--- config.mk ---
export PLATFORM = sky130hd
export DESIGN_NAME = hazard_stall_controller
export DESIGN_NICKNAME = d
export VERILOG_FILES = /design/src/rtl/hazard_stall_controller_pkg.sv /design/src/rtl/load_use_detector.sv /design/src/rtl/hazard_stall_controller.sv
export SDC_FILE = /design/constraint.sdc
export NUM_CORES = 1
export LEC_CHECK = 0
export ABC_AREA = 1
export BUFFER_PORTS_ARGS = -buffer_cell sky130_fd_sc_hd__buf_2
export CELL_PAD_IN_SITES_DETAIL_PLACEMENT = 2
export CELL_PAD_IN_SITES_GLOBAL_PLACEMENT = 2
export CORE_MARGIN = 2
export CORE_UTILIZATION = 26
export CTS_CLUSTER_SIZE = 25
export DETAILED_ROUTE_END_ITERATION = 8
export PLACE_DENSITY_LB_ADDON = 0.1
export SKIP_LAST_GASP = 1
export SLEW_MARGIN = 40
export SYNTH_ARGS = -nofsm -noshare
export SYNTH_HDL_FRONTEND = slang
export SYNTH_HIERARCHICAL = 1
export SYNTH_SLANG_ARGS = --single-unit
--- constraint.sdc ---
create_clock -name i_clock -period 1.9 [get_ports i_clock]
set_input_delay 0.38 -clock i_clock [delete_from_list [all_inputs] [get_ports i_clock]]
set_output_delay 0.38 -clock i_clock [all_outputs]
set_load 0.02 [all_outputs]
--- src/rtl/hazard_stall_controller_pkg.sv ---
// Shared pipeline definitions: controller state encoding and default widths.
package hazard_stall_controller_pkg;

    // Default register-address and stall-counter widths
    localparam int unsigned NbRegDefault = 5;
    localparam int unsigned NbCntDefault = 16;

    // Controller states; the encoding is visible on o_state
    typedef enum logic [2:0] {
        StIdle     = 3'd0,
        StRun      = 3'd1,
        StStepWait = 3'd2,
        StStepExec = 3'd3,
        StDrain    = 3'd4,
        StHalted   = 3'd5
    } state_e;

    // True in the states where the pipeline advances and hazards are acted upon
    function automatic logic is_active(input state_e s);
        return (s == StRun) || (s == StStepExec);
    endfunction

endpackage

--- src/rtl/load_use_detector.sv ---
// Load-use hazard compare: a load in EX writes a register read by the instruction in ID.
module load_use_detector
    import hazard_stall_controller_pkg::*;
#(
    parameter int unsigned NB_REG = NbRegDefault
) (
    input  logic              ex_mem_read,
    input  logic [NB_REG-1:0] ex_rt,
    input  logic [NB_REG-1:0] id_rs,
    input  logic [NB_REG-1:0] id_rt,
    output logic              hazard
);

    // Register 0 is hardwired, so a load targeting it never creates a dependency
    always_comb begin
        hazard = ex_mem_read && (ex_rt != '0) && ((ex_rt == id_rs) || (ex_rt == id_rt));
    end

endmodule

--- src/rtl/hazard_stall_controller.sv ---
// Pipeline stall/flush/halt controller with single-step debug mode.
module hazard_stall_controller
    import hazard_stall_controller_pkg::*;
#(
    parameter int unsigned NB_REG       = NbRegDefault,
    parameter int unsigned DRAIN_CYCLES = 4,
    parameter int unsigned NB_CNT       = NbCntDefault
) (
    input  logic              i_clock,
    input  logic              i_reset_n,
    input  logic [NB_REG-1:0] i_ID_rs,
    input  logic [NB_REG-1:0] i_ID_rt,
    input  logic [NB_REG-1:0] i_EX_rt,
    input  logic              i_EX_mem_read,
    input  logic              i_branch_taken,
    input  logic              i_halt_decoded,
    input  logic              i_debug_mode,
    input  logic              i_step,
    output logic              o_pipeline_enable,
    output logic              o_pc_write,
    output logic              o_IF_ID_write,
    output logic              o_ID_EX_bubble,
    output logic              o_IF_ID_flush,
    output logic              o_halted,
    output logic [2:0]        o_state,
    output logic [NB_CNT-1:0] o_stall_count
);

    // Drain counter counts DRAIN_CYCLES-1 down to 0, so DRAIN lasts DRAIN_CYCLES cycles
    localparam int unsigned DrainW    = (DRAIN_CYCLES > 2) ? $clog2(DRAIN_CYCLES) : 1;
    localparam int unsigned DrainInit = (DRAIN_CYCLES > 0) ? DRAIN_CYCLES - 1 : 0;
    localparam logic [DrainW-1:0] DrainLoad = DrainW'(DrainInit);
    localparam logic [DrainW-1:0] DrainOne  = DrainW'(1);
    localparam logic [NB_CNT-1:0] CntOne    = NB_CNT'(1);
    localparam logic [NB_CNT-1:0] CntMax    = '1;

    state_e              state_q, state_d;
    logic [DrainW-1:0]   drain_q, drain_d;
    logic [NB_CNT-1:0]   stall_q, stall_d;
    logic                hazard;

    load_use_detector #(
        .NB_REG (NB_REG)
    ) u_load_use_detector (
        .ex_mem_read (i_EX_mem_read),
        .ex_rt       (i_EX_rt),
        .id_rs       (i_ID_rs),
        .id_rt       (i_ID_rt),
        .hazard      (hazard)
    );

    // Next-state, counter update and same-cycle output decode
    always_comb begin
        state_d           = state_q;
        drain_d           = drain_q;
        stall_d           = stall_q;
        o_pipeline_enable = 1'b0;
        o_pc_write        = 1'b0;
        o_IF_ID_write     = 1'b0;
        o_ID_EX_bubble    = 1'b0;
        o_IF_ID_flush     = 1'b0;
        o_halted          = 1'b0;

        case (state_q)
            StIdle: begin
                state_d = i_debug_mode ? StStepWait : StRun;
            end

            StRun, StStepExec: begin
                o_pipeline_enable = 1'b1;
                o_pc_write        = 1'b1;
                o_IF_ID_write     = 1'b1;
                // A step executes one cycle whatever happens, then waits again
                state_d = (state_q == StStepExec) ? StStepWait : StRun;
                if (hazard) begin
                    // Hold PC and IF/ID, inject a bubble; branch/HALT seen again next cycle
                    o_pc_write     = 1'b0;
                    o_IF_ID_write  = 1'b0;
                    o_ID_EX_bubble = 1'b1;
                    if (stall_q != CntMax) begin
                        stall_d = stall_q + CntOne;
                    end
                end else if (i_halt_decoded) begin
                    o_pc_write    = 1'b0;
                    o_IF_ID_flush = 1'b1;
                    state_d       = StDrain;
                    drain_d       = DrainLoad;
                end else if (i_branch_taken) begin
                    o_IF_ID_flush = 1'b1;
                end
            end

            StStepWait: begin
                if (i_step) begin
                    state_d = StStepExec;
                end
            end

            StDrain: begin
                // Let older instructions retire while nothing new is fetched
                o_pipeline_enable = 1'b1;
                o_IF_ID_write     = 1'b1;
                o_IF_ID_flush     = 1'b1;
                if (drain_q == '0) begin
                    state_d = StHalted;
                end else begin
                    drain_d = drain_q - DrainOne;
                end
            end

            StHalted: begin
                o_halted = 1'b1;
            end

            default: begin
                state_d = StIdle;
            end
        endcase
    end

    // State and counter registers with asynchronous reset
    always_ff @(posedge i_clock or negedge i_reset_n) begin
        if (!i_reset_n) begin
            state_q <= StIdle;
            drain_q <= '0;
            stall_q <= '0;
        end else begin
            state_q <= state_d;
            drain_q <= drain_d;
            stall_q <= stall_d;
        end
    end

    assign o_state       = state_q;
    assign o_stall_count = stall_q;

endmodule

; ---- Word level (Yosys, flattened, before mapping)
; Cells that the tools add are included.
[totals]
regBits = 21
latch_bits = 0
mem_bits_rw = 0
rom_bits = 0
input_bits = 22
out_inout_bits = 25
wordCells = 55
memories = 0
[classes]
add_sub_neg = 2
multipliers = 0
div_mod_pow = 0
magnitude_cmp = 0
n_eq_ne = 13
shift = 0
n_mux = 24
bitwise = 1
n_reduce_logical = 12
[ops]
columns = op, n
row1 = adder 16 x 1 -> 16 bit (second input constant), 1
row2 = inequality test 16 bit (second input constant), 1
row3 = case mux 3 bit (5 select lines), 1
row4 = two-way mux 3 bit, 4
row5 = two-way mux 1 bit, 11
row6 = equality test 5 bit, 2
row7 = two-way mux 2 bit, 5
row8 = inequality test 2 bit (second input constant), 5
row9 = equality test 3 x 2 -> 1 bit (second input constant), 2
row10 = equality test 3 bit (second input constant), 2
row11 = AND reduction 3 bit, 2
row12 = nonzero test 5 bit, 1
row13 = case mux 1 bit (2 select lines), 2
row14 = case mux 2 bit (2 select lines), 1
row15 = AND reduction 4 bit, 1
row16 = equality test 3 x 1 -> 1 bit (second input constant), 1
row17 = logical NOT 3 bit, 1
row18 = OR reduction 3 bit, 1
row19 = logical AND 1 bit, 2
row20 = logical NOT 2 bit, 1
row21 = nonzero test 2 bit, 1
row22 = OR reduction 2 bit, 1
row23 = subtractor 2 x 1 -> 2 bit (second input constant), 1
row24 = logical OR 1 bit, 1
row25 = NOT 1 bit, 1

; ---- Longest topological paths before layout
; Gate-level depths: netlist (run 1).
[depth]
ltp_word = 5
ltp_mapped = 13
mapped_depth_nobuf = 12

; ---- Cells and area by module
; The synthesis (run 1) kept the hierarchy.
[modules_own_cells]
columns = module, n_inst, cells_each, area_each_um2, seq_area_each_um2
row1 = hazard_stall_controller, 1, 193, 1345.0, 525.5
row2 = load_use_detector, 1, 45, 195.2, 0.0

; ---- Least setup slack after synthesis (run 1)
; No wires, ideal clock.
[synth_timing]
path_kind = input to register
from = in i_ID_rs[2]
to = reg stall_q[3] (netlist: o_stall_count[3])
setup_ps = 65
arrival_ps = 1643
required_time_ps = 1835
slack_ps = 192
path_stages = 13
path_buffers = 1
path_cell_list = inv_1 nand2_1 nand2_1 nor2_1 nand3_1 a21oi_2 inv_1 nor2_4 inv_1 nor2_2 buf_6 nand2_1 nand2_1
[synth_via]
elab_chain_len = 4
[synth_lines]
columns = item, line
row1 = from (decl), hazard_stall_controller.sv:11  ; input logic [NB_REG-1:0] i_ID_rs,
row2 = equality test 5 bit, load_use_detector.sv:16  ; hazard = ex_mem_read && (ex_rt != '0) && ((ex_rt == id_rs) || (ex_rt == id_rt));
row3 = logical OR 1 bit, load_use_detector.sv:16
row4 = logical AND 1 bit, load_use_detector.sv:16
row5 = via hazard, hazard_stall_controller.sv:40  ; logic hazard;
row6 = AND reduction 3 bit (no line), -
row7 = to (signal assigned), hazard_stall_controller.sv:130  ; stall_q <= stall_d;
row8 = to (decl), hazard_stall_controller.sv:39  ; logic [NB_CNT-1:0] stall_q, stall_d;
; The timed path passes the listed nets, and every way through them passes these cells.
; A chain may end at the register's enable or synchronous reset.

; ---- Worst setup path in the final report (run 1)
[layout_timing]
from = in i_ID_rt[0]
to = out o_IF_ID_flush
[layout_via]
elab_chain_len = 5
[layout_lines]
columns = item, line
row1 = from (decl), hazard_stall_controller.sv:12  ; input logic [NB_REG-1:0] i_ID_rt,
row2 = equality test 5 bit, load_use_detector.sv:16
row3 = logical OR 1 bit, load_use_detector.sv:16
row4 = logical AND 1 bit, load_use_detector.sv:16
row5 = via hazard, hazard_stall_controller.sv:40
row6 = two-way mux 1 bit, hazard_stall_controller.sv:75  ; if (hazard) begin
row7 = case mux 1 bit (2 select lines), hazard_stall_controller.sv:64  ; case (state_q)
row8 = to (decl), hazard_stall_controller.sv:23  ; output logic o_IF_ID_flush,
; The timed path passes the listed nets, and every way through them passes these cells.

==> results.md, run 1 <==
- Summed over all layers, the routed wires come to 5090 µm.
- The number of nets in the synthesized netlist is 262.
- For this run, the detailed router's first-pass iteration total came to 4.
- The area share of and/or/nand/nor cells after synthesis is 0.440.
- STA classifies the critical path startpoint as an input port.
- The maximum fanout encountered on the critical timing path is 5.
- The internal power of the cells totals 1.00 mW.
- The detail route stage leaves a number of antenna-violating nets equal to 0.
- The total via count after detailed routing is 1,704.
- By startpoint and endpoint, the worst setup path is classified as in -> out.
- The post-synthesis compound-gate area fraction is 0.0552.
- The run finished, with violations left.
- The initial antenna violation count was 0.
- The final period demand of the worst path is 1.93 ns.
- The design draws 1.78 mW.
- The first routing iteration left 40 violations.
- Setup violations remaining at the end of the flow were counted as 1.
- The cell area that synthesis handed to floorplanning was 1540 µm².
- The deepest clock path buffer count is 2.
- The fraction of final layout cells with drive strength greater than 1 is 0.274.
- Across the VDD grid, the largest voltage drop is 0.560 mV.
- The TritonCTS clock tree is yes.
- Hold is met by 0.0641 ns.
- The count of buffers added on input and output ports is 46.
- The cell count of the worst reg-to-reg path is 5.
- At the worst endpoint, the arrival time is 1.55 ns.
- The cell accounting for the most synthesized area is dfrtp_1.
- Counting flops and latches in the post-synthesis netlist gives 21.
- The first global-routing pass estimated 8490 µm of wire.
- In this run, post-CTS hold repair placed 0 buffers.
- In the routed design, unresolved DRC markers number 0.
- The sequential cell fraction of total power is 0.335.
- The growth of design area from synthesis to finish is 31.6%.
- The number of max-capacitance violations reported is 0.
- The HPWL after detailed placement is 3900 µm.
- The number of cell rows is 28.
- Of all flip-flops after synthesis, the portion carrying an async set or reset was 1.00.
- Across every metal layer, demand over resource in global routing totals 0.168.
- The proportion of power drawn by the clock network is 0.176.
- The final instance area is 2030 µm².
- The clock sink count is 21.
- Prior to clock tree synthesis, the placed netlist has a worst setup slack of -0.0750 ns.
- For this run, the slowest stage of the critical path takes 0.23 ns.
- The number of cells produced by synthesis is 238.
- The mean number of vias per cell is 4.59.
- The cell that appears most often on the critical path is buf_6.
- The reported net switching power is 0.776 mW.
- The kind of end point of the critical path is a primary output.
- The insertion delay of the later-clocked pin in the worst-skew pair is 0.28 ns.
- The sequential fraction of the synthesis area is 0.341.
- The placeable core region is 5820 µm².
- The weighted congestion at the end of routability-driven global placement is 0.752.
- Summed over all layers, the global routing overflow is 0.
- The total number of nets in the final design is 321.
- After detailed placement, the total cell area comes to 1910 µm².
- The checks that failed: setup timing.
- The slowest stage cell on the critical path is a31oi_4.
- The largest clock skew in the final design is 0.0130 ns.
- The worst slew margin relative to its limit is 0.658.
- After detailed routing, the average wire length per cell comes to 13.7 µm.
- Of the total power, the share spent switching nets is 0.436.
- For this run, the leading register cell type out of synthesis is dfrtp_1.
- In the post-synthesis netlist, the cell with the most instances is nand2_1.
- Setup repair after global routing could not meet its margin everywhere.
- The clock transition at the register clock pins on the worst setup and hold paths after CTS is 0.09 ns.
- The repair_antennas step left the layout with diodes totalling 0.
- After layout, the worst setup slack is -0.0333 ns.
- In this run the horizontal extent of the chip is 81.0 µm.
- The Yosys step of the flow raised 6 warnings.
- The initial utilization of the core area, before any placement, comes to 0.265.
- The leakage power of the design is 1.09 nW.
- The actual slew at the worst max-slew pin is 0.513 ns.
- For this design the ratio of total power to cell area is 877 nW/µm².
- The floorplan step defined a die boundary enclosing 6560 µm².
- The portion of synthesized cell area occupied by the leading cell type is 0.341.
- For this run, the top clock speed supported by timing is 0.517 GHz.
- By area, the combinational part of the netlist is dominated by simple AND/OR/NAND/NOR gates.
- The number of max-slew violations in the final report is 0.
- The synthesized area divided by synthesized cell count is 6.47 µm².
- The CTS root buffer is clkbuf_8.
- The die is 81.0 µm tall.
- Ranked by instance count, the synthesized netlist is headed by nand2_1, inv_1, nor2_1, dfrtp_1, nand3_1.
- Dividing the final minimum period by the clock period gives 1.02.
- Pin placement for this block handled 47 I/O pins.
- Walking the worst path, the cells encountered are buf_6, xor2_1, nor2_1, nand3_1, a21oi_2, inv_2, a31oi_4, nand2_2, buf_6.
- The via count of the first global-routing pass came to 1,901.
- CTS built an H-tree with a depth of 1.
- Of the total synthesized cell area, the portion taken by XOR and XNOR cells is 0.0569.
- The final hold violation count came to 0.
- The number of different library cells used by synthesis comes to 23.
- Yosys mapped a number of flops with a built-in enable equal to 0.
- The number of CTS-inserted buffers is 3.
- The proportion of power drawn by combinational gates is 0.489.
- Of the total synthesized cell area, the portion taken by full adders, half adders and majority gates is 0.0162.
- The data required time at the worst endpoint is 1.52 ns.
- The multiplexer fraction of the synthesized cell area is 0.
- The tightest min-delay check is of the in -> async type.
- Sorting the synthesized cells by area gives the leading types as dfrtp_1, nand2_1, inv_1.
- Entering global routing, the biggest net connects 22 pins.
==> flip-flops by register name, indices dropped and copies added (netlist names) <==
register       count
drain_q            2
o_state            3
o_stall_count     16
==> what timing repair did <==
item                       4_1_cts  5_1_grt
pin swaps                        1        7
setup buffers                    1        1
setup endpoints to repair        3        4
gates resized for setup          3       14
cloned                           0        0
==> final cells by class <==
cell class | count | area [µm²]
timing repair buffer | 56 | 348
sequential | 21 | 527
clock buffer | 3 | 41.3
inverter | 31 | 116
clock inverter | 1 | 5.00
multi-input combinational | 184 | 896
fill | 742 | 3790
tap | 75 | 93.8
==> kinds of logic after synthesis <==
logic type | Yosys count
adders and majority gates | 2
and+or+nand+nor | 159
buffers and inverters | 33
DFF | 21
AOI/OAI and AO/OA | 13
xor gates and xnor gates | 10
==> routing by layer <==
| layer | GRT usage | up-vias | part of all wire |
|---|---|---|---|
| li1 | - | 855 | - |
| met1 | 0.195 | 816 | 0.44 |
| met2 | 0.313 | 29 | 0.52 |
| met3 | 0.0267 | 4 | 0.031 |
| met4 | 0.0508 | 0 | 0.011 |
| met5 | 0 | - | 0 |
==> worst paths after layout <==
kind | slack, ns | start | endpoint
max in group asynchronous | 1.46 | i_reset_n | o_state[2]$_DFFE_PN0P_
hold / removal | 0.06 | i_reset_n | o_stall_count[8]$_DFFE_PN0P_
min in group i_clock | 0.39 | i_debug_mode | o_state[1]$_DFFE_PN0P_
hold reg to reg | 0.54 | o_stall_count[8]$_DFFE_PN0P_ | o_stall_count[8]$_DFFE_PN0P_
setup / recovery | -0.03 | i_ID_rt[0] | o_IF_ID_flush
setup reg to reg | 0.20 | o_stall_count[1]$_DFFE_PN0P_ | o_stall_count[8]$_DFFE_PN0P_
==> critical path, delay by kind of cell <==
| family | cells | cell delay [ns] |
|---|---|---|
| and+or+nand+nor | 3 | 0.31 |
| xor gates and xnor gates | 1 | 0.14 |
| AOI/OAI and AO/OA | 2 | 0.40 |
| buffers and inverters | 3 | 0.32 |
==> power groups by stage <==
stage | Combinational, mW | Clock (mW) | Sequential, mW
after floorplan | 0.432 | 0 | 0.660
after global placement | 0.771 | 0 | 0.596
after detailed placement | 0.784 | 0 | 0.603
after CTS | 0.814 | 0.327 | 0.593
after global routing | 0.995 | 0.341 | 0.610
final | 0.870 | 0.313 | 0.595
==> through the flow <==
step | TNS, ns | cells | utilization
after global routing | -0.162 | 371 | 0.349
after detailed placement | -0.127 | 365 | 0.329
final | -0.0333 | 371 | 0.349
after global placement | -0.0481 | 365 | 0.329
after CTS | 0 | 370 | 0.340
after floorplan | 0 | 238 | -
==> cell usage in the layout, fill, tap and decap left out, drive strengths merged, types with 3 or more instances in the layout <==
master	synthesis	layout
buf	2	56
clkbuf	0	3
dfrtp	21	21
inv	31	31
nand2	106	106
nand3	18	18
nand4	7	7
nor2	27	27
o21ai	9	9
xnor2	7	7
xor2	3	3
No activity file was read; power rests on OpenSTA's default activity.
==> inputs of run 2 (changes only) <==
--- a/config.mk
+++ b/config.mk
@@ -9,11 +9,13 @@
 export BUFFER_PORTS_ARGS = -buffer_cell sky130_fd_sc_hd__buf_2
 export CELL_PAD_IN_SITES_DETAIL_PLACEMENT = 2
 export CELL_PAD_IN_SITES_GLOBAL_PLACEMENT = 2
+export CORE_ASPECT_RATIO = 0.5
 export CORE_MARGIN = 2
 export CORE_UTILIZATION = 26
 export CTS_CLUSTER_SIZE = 25
 export DETAILED_ROUTE_END_ITERATION = 8
 export PLACE_DENSITY_LB_ADDON = 0.1
+export RECOVER_POWER = 50
 export SKIP_LAST_GASP = 1
 export SLEW_MARGIN = 40
 export SYNTH_ARGS = -nofsm -noshare
==> results.md, run 2 (same netlist as run 1, synthesis figures left out) <==
- The number of max-slew violations in the final report is 0 (unchanged).
- The overall die width was 113 µm (+39%).
- The floorplan die area is 6590 µm² (+0.58%).
- The proportion of power drawn by the clock network came to 0.237 (+0.061).
- The placeable core region came to 5590 µm² (-3.9%).
- The flow ran to the end, and the final reports show no timing, DRC or antenna violations.
- The growth of design area from synthesis to finish is 36.0%.
- The launching element type of the critical path is an input port.
- The initial antenna violation count came to 0 (unchanged).
- The antenna diode instance count is 0 (unchanged).
- Setup repair after global routing could not meet its margin everywhere.
- The number of max-capacitance violations reported is 0 (unchanged).
- The most common cell after layout, fill and taps aside is nand2_1.
- The overall global routing resource usage came to 0.171 (+0.00291).
- The total via count after detailed routing is 1,724 (+1.2%).
- The fraction of final layout cells with drive strength greater than 1 was 0.292 (+0.0179).
- The proportion of power drawn by combinational gates is 0.457 (-0.032).
- The global-route congestion overflow total came to 0 (unchanged).
- The worst slew margin relative to its limit was 0.153 (-0.505).
- The final setup violation count is 0 (-1).
- The maximum fanout encountered on the critical timing path came to 3 (-2).
- The number of design rule violations left after detail routing is 0 (unchanged).
- The final instance area is 2090 µm² (+3.3%).
- The number of nets still failing antenna checks after routing is 0 (unchanged).
- The number of cell rows is 19 (-32%).
- The via count of the first global-routing pass is 1,869 (-1.7%).
- The detailed-router iteration count before antenna repair is 3 (-1).
- The worst setup slack before clock tree synthesis came to -0.0791 ns (-0.00416 ns).
- The min-delay analysis places its worst path in the category in -> async.
- The critical path in this run is classified as in -> out.
- The insertion delay of the later-clocked pin in the worst-skew pair is 0.26 ns (-0.02 ns).
- The clock sink count is 21 (unchanged).
- The reported net switching power came to 0.809 mW (+4.3%).
- The number of H-tree branching levels is 1 (unchanged).
- The first-iteration detailed-routing DRC count is 47 (+18%).
- The deepest clock path buffer count is 2 (unchanged).
- The number of top-level pins is 47 (unchanged).
- The internal power consumption is 1.15 mW (+15%).
- The period utilization is 0.954 (-0.0635).
- The switching fraction of total power is 0.413 (-0.0239).
- The number of CTS-inserted buffers was 3 (unchanged).
- The cell count of the worst reg-to-reg path is 5 (unchanged).
- The detailed placer's ending HPWL is 4110 µm (+5.2%).
- The kind of end point of the critical path is a primary output.
- The count of input and output buffers is 46 (unchanged).
- The routed wire length is 5170 µm (+1.6%).
- The data required time at the worst endpoint is 1.52 ns (about the same).
- The largest vdd supply drop is 0.298 mV (-47%).
- The largest clock skew in the final design came to 0.00362 ns (-0.00942 ns).
- The power per cell area came to 936 nW/µm² (+6.8%).
- The average routed wire per standard cell is 14.1 µm (+2.4%).
- The setup slack after layout is 0.0874 ns (+0.121 ns).
- The global-route wire length before repair is 8910 µm (+4.9%).
- In this run the clock root is driven by a clkbuf_16.
- The leakage power of the design is 1.10 nW (+0.69%).
- In the layout the commonest cells are nand2_1, buf_2, inv_1.
- The weighted congestion at the end of routability-driven global placement is 0.758 (+0.90%).
- The final period demand of the worst path is 1.81 ns (-0.121 ns).
- The maximum clock rate is 0.552 GHz (+6.7%).
- The sequential cell fraction of total power is 0.306 (-0.029).
- The data arrival time of the worst path is 1.43 ns (-0.12 ns).
- The total power after layout is 1.96 mW (+10%).
- The mean number of vias per cell is 4.68 (+2.0%).
- The flip-flop count of the largest register after layout is 16 (unchanged).
- The instance area at placement is 1900 µm² (-0.52%).
- The TritonCTS clock tree is yes.
- The clock transition at the register clock pins on the worst setup and hold paths after CTS is 0.06 ns (-0.03 ns).
- The number of filler cells placed in the layout is 676 (-8.9%).
- The pin count of the biggest net entering global routing is 22 (unchanged).
- The total number of nets in the final design is 320 (-0.31%).
- The final hold violation count is 0 (unchanged).
- The actual slew at the worst max-slew pin is 1.27 ns (+0.757 ns).
- The starting density of the core is 0.276 (+0.0109).
- The die outline height is 58.4 µm (-28%).
-- run 2: final timing paths --
kind                            slack [ns]                          from                           end
worst min-delay path                  0.38                     i_reset_n        drain_q[0]$_DFFE_PN0P_
worst min register to register        0.55        drain_q[1]$_DFFE_PN0P_        drain_q[1]$_DFFE_PN0P_
worst max register to register        0.21  o_stall_count[1]$_DFFE_PN0P_  o_stall_count[8]$_DFFE_PN0P_
worst max-delay path                  0.09                    i_ID_rt[0]                    o_pc_write
max in group asynchronous             0.69                     i_reset_n        o_state[2]$_DFFE_PN0P_
min in group i_clock                  0.39                  i_debug_mode        o_state[1]$_DFFE_PN0P_
-- run 2: what timing repair did --
item                                    in CTS  in global routing
endpoints found under the setup margin       4                  5
hold buffers                                 0                  0
pin swaps                                    4                  7
setup buffers                                0                  2
gates resized for setup                     10                 21
-- run 2: critical path, cell delays in order --
cell     delay, ns
buf_2         0.11
xor2_2        0.17
nor2_2        0.10
nand3_2       0.09
a21oi_2       0.13
inv_2         0.07
buf_6         0.13
nand2_4       0.06
nor2_1        0.04
buf_4         0.15
-- run 2: metrics by stage --
step	TNS, ns	util	cells	hold slack, ns
global route	-0.0743	0.375	368	0.410
finish	0	0.375	368	0.377
global placement	-0.0231	0.341	362	0.382
CTS	0	0.360	366	0.109
detailed placement	-0.969	0.341	362	0.386
floorplan	0	-	238	0.0844
-- run 2: cell type report --
cell class | instances | area [µm²] | share of cell area
sequential | 21 | 527 | 0.251
multi-input combinational | 184 | 935 | 0.446
clock buffer | 4 | 78.8 | 0.0376
tap | 73 | 91.3 | 0.0436
timing repair buffer | 55 | 344 | 0.164
inverter | 31 | 119 | 0.0568
-- run 2: power by group through the flow --
| stage | clock network, mW | logic [mW] | registers [mW] |
|---|---|---|---|
| global placement | 0 | 0.784 | 0.596 |
| finish | 0.465 | 0.897 | 0.599 |
| global route | 0.499 | 1.02 | 0.615 |
| floorplan | 0 | 0.432 | 0.660 |
| CTS | 0.474 | 0.850 | 0.593 |
| detailed placement | 0 | 0.807 | 0.601 |
-- run 2: per-layer routing --
metal,share of wire,up-vias,global-route usage
met1,0.45,837,0.205
met4,0.0052,0,0.0261
met2,0.49,37,0.320
met5,0,-,0
li1,-,848,-
met3,0.056,2,0.0443
